**config.mk**
```make
export PLATFORM = sky130hd
export DESIGN_NAME = ring_router_demux_multi
export DESIGN_NICKNAME = d
export VERILOG_FILES = /design/src/rtl/dii_package.sv /design/src/rtl/dii_skid_buffer.sv /design/src/rtl/ring_router_demux_multi.sv
export SDC_FILE = /design/constraint.sdc
export NUM_CORES = 1
export LEC_CHECK = 0
export BUFFER_PORTS_ARGS = -buffer_cell sky130_fd_sc_hd__buf_2
export CORE_ASPECT_RATIO = 0.7
export CORE_MARGIN = 10
export CORE_UTILIZATION = 35
export CTS_CLUSTER_SIZE = 24
export DETAILED_ROUTE_END_ITERATION = 10
export PLACE_DENSITY_LB_ADDON = 0.3
export SLEW_MARGIN = 20
export SYNTH_ARGS = -nofsm -noshare
export SYNTH_HDL_FRONTEND = slang
export SYNTH_SLANG_ARGS = --single-unit
```
**constraint.sdc**
```tcl
create_clock -name clk -period 9.6 [get_ports clk]
set_input_delay 1.44 -clock clk [delete_from_list [all_inputs] [get_ports clk]]
set_output_delay 1.44 -clock clk [all_outputs]
set_load 0.02 [all_outputs]
```
**src/rtl/dii_package.sv**
```systemverilog
// dii_package: debug interconnect flit type, id width and destination helper.
package dii_package;
    localparam int DII_ID_W = 16;

    typedef struct packed {
        logic        valid;
        logic        last;
        logic [15:0] data;
    } dii_flit;

    typedef enum logic {
        IDLE,
        WORM
    } worm_state_t;

    function automatic logic [DII_ID_W-1:0] dii_dest(input logic [15:0] data);
        return data[DII_ID_W-1:0];
    endfunction
endpackage

```
**src/rtl/dii_skid_buffer.sv**
```systemverilog
// dii_skid_buffer: 2-entry FIFO of dii_flit whose ingress ready comes straight from a register.
module dii_skid_buffer
    import dii_package::*;
(
    input  logic    clk,
    input  logic    rst,
    input  dii_flit in_flit,
    output logic    in_ready,
    output dii_flit out_flit,
    input  logic    out_ready
);
    logic [16:0] mem [2];
    logic        rd, wr;
    logic [1:0]  cnt, cnt_n;
    logic        push, pop;

    assign push     = in_flit.valid & in_ready;
    assign pop      = out_ready & (cnt != 2'd0);
    assign cnt_n    = cnt + {1'b0, push} - {1'b0, pop};
    assign out_flit = '{valid: cnt != 2'd0, last: mem[rd][16], data: mem[rd][15:0]};

    // ready is computed from the next occupancy so it is a pure flop output
    always_ff @(posedge clk) begin
        if (rst) begin
            cnt      <= 2'd0;
            rd       <= 1'b0;
            wr       <= 1'b0;
            in_ready <= 1'b0;
        end else begin
            cnt      <= cnt_n;
            in_ready <= cnt_n != 2'd2;
            if (push) begin
                mem[wr] <= {in_flit.last, in_flit.data};
                wr      <= ~wr;
            end
            if (pop) rd <= ~rd;
        end
    end
endmodule

```
**src/rtl/ring_router_demux_multi.sv**
```systemverilog
// ring_router_demux_multi: steers ring worms to NUM_LOCAL local ports or back to the ring.
// Define DII_DEMUX_STATS_EN to add saturating per-port worm counters on stat_worms.
module ring_router_demux_multi
    import dii_package::*;
#(
    parameter int NUM_LOCAL = 1
`ifdef DII_DEMUX_STATS_EN
    , parameter int STAT_W = 16
`endif
) (
    input  logic                    clk,
    input  logic                    rst,
    input  logic [DII_ID_W-1:0]     id_base,
    input  dii_flit                 in_ring,
    output logic                    in_ring_ready,
    output dii_flit [NUM_LOCAL-1:0] out_local,
    input  logic [NUM_LOCAL-1:0]    out_local_ready,
    output dii_flit                 out_ring,
    input  logic                    out_ring_ready
`ifdef DII_DEMUX_STATS_EN
    , output logic [STAT_W*(NUM_LOCAL+1)-1:0] stat_worms
`endif
);
    localparam int SEL_W = NUM_LOCAL > 1 ? $clog2(NUM_LOCAL) : 1;

    dii_flit            head;
    logic               pop;
    worm_state_t        state, state_n;
    logic [DII_ID_W:0]  off;
    logic               hdr_local, lat_local, cur_local;
    logic [SEL_W-1:0]   hdr_sel, lat_sel, cur_sel;
    logic [NUM_LOCAL-1:0] hit;

    dii_skid_buffer u_skid (
        .clk      (clk),
        .rst      (rst),
        .in_flit  (in_ring),
        .in_ready (in_ring_ready),
        .out_flit (head),
        .out_ready(pop)
    );

    // 17-bit difference: ids below id_base land far above NUM_LOCAL, so no wrap-around
    assign off       = {1'b0, dii_dest(head.data)} - {1'b0, id_base};
    assign hdr_local = off < (DII_ID_W+1)'(NUM_LOCAL);
    assign hdr_sel   = off[SEL_W-1:0];
    assign cur_local = state == WORM ? lat_local : hdr_local;
    assign cur_sel   = state == WORM ? lat_sel : hdr_sel;

    always_comb begin
        hit = '0;
        for (int k = 0; k < NUM_LOCAL; k++) hit[k] = cur_local && cur_sel == SEL_W'(k);
    end

    assign pop = head.valid && (cur_local ? |(hit & out_local_ready) : out_ring_ready);

    for (genvar k = 0; k < NUM_LOCAL; k++) begin : g_out
        assign out_local[k] = '{valid: head.valid & hit[k], last: head.last, data: head.data};
    end
    assign out_ring = '{valid: head.valid & ~cur_local, last: head.last, data: head.data};

    always_ff @(posedge clk) begin
        if (rst) begin
            state     <= IDLE;
            lat_local <= 1'b0;
            lat_sel   <= '0;
        end else begin
            state <= state_n;
            if (state == IDLE && pop) begin
                lat_local <= hdr_local;
                lat_sel   <= hdr_sel;
            end
        end
    end

    always_comb begin
        state_n = state;
        if (pop) state_n = head.last ? IDLE : WORM;
    end

`ifdef DII_DEMUX_STATS_EN
    logic [NUM_LOCAL:0] done;

    assign done = (pop && head.last) ? {~cur_local, hit} : '0;

    for (genvar k = 0; k <= NUM_LOCAL; k++) begin : g_stat
        logic [STAT_W-1:0] cnt;
        always_ff @(posedge clk) begin
            if (rst) cnt <= '0;
            else if (done[k] && cnt != '1) cnt <= cnt + 1'b1;
        end
        assign stat_worms[k*STAT_W +: STAT_W] = cnt;
    end
`endif
endmodule

```
==> impl_metrics.tcl <==
set metrics [dict create \
    status "complete, no violations" \
    place.gp.congestion 0.872 \
    synthesis.area_mm2 0.00282 \
    die_w_um 127 \
    ant_nets 0 \
    post_cts_buffers 0 \
    cpPeakStageDelay_ps 840 \
    period_share_pct 60.4 \
    start_util_pct 36.0 \
    ir_drop_mv 0.109 \
    reg2reg_depth 19 \
    max_slew.worst_pin.slew_ps 808 \
    worst-setup-path-type "register to output pin" \
    grt_use_total_pct 10.9 \
    r2r_end "u_skid.in_ready" \
    setup_viol 0 \
    dp_cells 418 \
    critPathBufInv 2 \
    wl_per_cell_um 15.7 \
    grt_pass1_wl_mm 10.8 \
    hold_path_class "register to register" \
    hold_buffers 0 \
    setup_tns_ps 0 \
    path_clk_slew_ps 60 \
    synth_enable_flop_cells 34 \
    dieHeight_um 95.1 \
    hold_viol_final 0 \
    final_cells 426 \
    antenna_found_initial 0 \
    required_ps 8160 \
    port-buffer-count 74 \
    rows 27 \
    synth_flop_cell "edfxtp_1" \
    cts_htree_levels 2 \
    drive_gt1_share_pct 33.2 \
    via_count 2183 \
    synth_cell_type_count 58 \
    powerDensity_mw_per_mm2 228 \
    core_area_mm2 0.00784 \
    synthesis.nets 323 \
    skew_ps 4.42 \
    fmax_mhz 172 \
    async_flop_share_pct 0 \
    ys.warnings.count 0 \
    dr.pass1.iters 4 \
    ff2ff_setup_slack_ps 4610 \
    cap_viol_max_count 0 \
    grt_max_degree 19 \
    crit_family "compound AO/OA/AOI/OAI gates" \
    cts_tree "built" \
    areaGrowthSynthToFinish_pct 17.7 \
    cp-start-kind "register" \
    dr.first_iter.drc_count 117 \
    max_slew_margin_pct 46.1 \
    routed_wl_mm 6.69 \
    dp.final_hpwl_mm 5.44 \
    cts_made_buffers 5 \
    cts_resized 0 \
    clkLatencyLatePin_ps 280 \
    drv_slew 0 \
    postSynthRegisterBits 43 \
    critPathSlowestCell "dfxtp_1" \
    drc 0 \
    holdPathStages 2 \
    grt_pass1_vias 2114 \
    ys_seq_area_share_pct 42.6 \
    placed_cell_area_mm2 0.00317 \
    cts_buffer_depth 2 \
    crit_path_end_kind "output pin" \
    rsz0062_at_grt "false" \
    die_area_mm2 0.0121 \
    path_cells "mux2i_1 -> ha_1 -> inv_1 -> fa_1 -> a21oi_1 -> o311a_4 -> nor4_1 -> nor4_1 -> a2111o_1 -> nor4_2 -> a21oi_1 -> nor2b_1 -> buf_2" \
    min_to "lat_local" \
    avgViaCountPerCell 5.12 \
    p_leak_nw 1.42 \
    grt_overflow_total 0 \
    syn_inst 266 \
    antenna_cells 0 \
    syn_area_per_cell_um2 10.6 \
    min_period_ps 5800 \
    cp_max_fo 17 \
    ios 75 \
    postLayoutCellArea_mm2 0.00332 \
    hp-start "lat_local" \
    final_nets 381 \
    root_buffer "clkbuf_16" \
    worst_ep_arrival_time_ps 4360 \
    cts_sinks 43 \
]
==> registers in the layout (all words and copies together), names as in the netlist, named ones only <==
register,count
u_skid.in_ready,1
u_skid.mem,34
lat_local,1
u_skid.cnt,2
lat_sel,1
state,1
u_skid.wr,1
u_skid.rd,1
==> how the worst max path moves through the flow <==
stage | from | to | slack (ps) | depth (start not counted)
2_1_floorplan | id_base[0] | out_local[17] | 4250 | 11
3_3_place_gp | id_base[0] | out_ring[17] | 3970 | 13
3_5_place_dp | id_base[0] | out_ring[17] | 3920 | 13
4_1_cts | register | out_ring[17] | 3790 | 12
5_1_grt | register | out_ring[17] | 3410 | 13
6_report | register | out_ring[17] | 3800 | 13
==> routing by layer <==
metal / GRT usage, % / wire length, um / vias to the layer above
li1: - / - / 1091
met1: 13.5 / 2950 / 1033
met2: 18.3 / 3330 / 51
met3: 2.94 / 335 / 8
met4: 3.40 / 81 / 0
met5: 0 / 0 / -
==> cells in the mapped netlist (2+ instances only) <==
library cell   n  share of area (%)
nor3_1         3               0.53
nand2_1       11                1.5
nand3_1        2               0.35
nand4_1        6                1.3
and2_1         2               0.44
buf_4         17                4.5
o211ai_1       5                1.3
xor2_1         5                1.6
edfxtp_1      34                 36
o21ai_0        9                1.6
nor2_1        12                1.6
nor2b_1        6                1.3
buf_2          2               0.35
a21oi_1       16                2.8
or3_1          4               0.89
o21a_1         3               0.80
a21o_1         5                1.3
inv_1         22                2.9
or4_1          3               0.80
mux2_2        17                6.8
xnor2_1        2               0.62
mux2i_1        5                1.8
clkbuf_1       5               0.67
and3_1         2               0.44
o221ai_1       2               0.62
nand2b_1       6                1.3
dfxtp_1        9                6.4
nor4_1         2               0.44
nand3b_1       3               0.80
ha_1          18                8.0
==> final cells by class <==
class | instances | area (um^2)
fill | 767 | 4520
multi-input combinational | 175 | 1380
sequential | 43 | 1200
timing repair buffer | 76 | 385
tap | 101 | 126
clock buffer | 5 | 125
inverter | 23 | 86.3
clock inverter | 3 | 20.0
==> cells in the final DEF, fill, tap and decap left out, types with 2 or more instances in the layout <==
| cell | synthesis | final |
|---|---|---|
| nand4_1 | 6 | 6 |
| and2_1 | 2 | 2 |
| mux2i_1 | 5 | 5 |
| o221ai_1 | 2 | 2 |
| o21ai_0 | 9 | 9 |
| nand2_1 | 11 | 11 |
| a21o_1 | 5 | 5 |
| nor3_1 | 3 | 2 |
| edfxtp_1 | 34 | 34 |
| nor2b_1 | 6 | 6 |
| xor2_1 | 5 | 5 |
| or4_1 | 3 | 3 |
| and3_1 | 2 | 2 |
| o21a_1 | 3 | 3 |
| ha_1 | 18 | 18 |
| buf_2 | 2 | 74 |
| clkinvlp_4 | 0 | 2 |
| nor4_1 | 2 | 2 |
| nand3b_1 | 3 | 3 |
| buf_4 | 17 | 2 |
| nor2_1 | 12 | 12 |
| dfxtp_1 | 9 | 9 |
| nand3_1 | 2 | 2 |
| inv_1 | 22 | 22 |
| nand2b_1 | 6 | 6 |
| a21oi_1 | 16 | 16 |
| xnor2_1 | 2 | 2 |
| o211ai_1 | 5 | 5 |
| mux2_2 | 17 | 17 |
| or3_1 | 4 | 4 |
| clkbuf_16 | 0 | 5 |
==> report_power, final <==
| part | internal, mW | total (mW) | switching [mW] | leakage [nW] |
|---|---|---|---|---|
| Clock | 0.0957 | 0.162 | 0.0667 | 0.0658 |
| Combinational | 0.141 | 0.354 | 0.213 | 0.969 |
| Sequential | 0.223 | 0.241 | 0.0179 | 0.382 |
| Total | 0.459 | 0.757 | 0.298 | 1.42 |
==> per-stage QoR <==
stage	power, mW	setup slack, ps	utilization [%]	hold slack, ps
2_1_floorplan	0.520	4250	-	449
3_3_place_gp	0.601	3970	40.5	470
3_5_place_dp	0.601	3920	40.5	467
4_1_cts	0.765	3790	42.4	478
5_1_grt	0.815	3410	42.4	521
6_report	0.757	3800	42.4	474
==> logic make-up (layout without fill, tap and decap cells) <==
| family | count (synthesis) | after routing | synth area share, % |
|---|---|---|---|
| and+or+nand+nor | 68 | 68 | 13.8 |
| AOI/OAI and AO/OA | 58 | 58 | 14.8 |
| buffers and inverters | 48 | 107 | 9.01 |
| DFF | 43 | 43 | 42.6 |
| muxes | 23 | 23 | 8.96 |
| adders and majority gates | 19 | 19 | 8.70 |
| xor gates and xnor gates | 7 | 7 | 2.17 |
==> worst min-delay path, delay by kind of cell (launching register included) <==
kind	cells	cell delay (ps)
flops	1	300
simple gates	1	60
compound gates	1	60
Note: power is estimated with default switching activity, not from simulation.
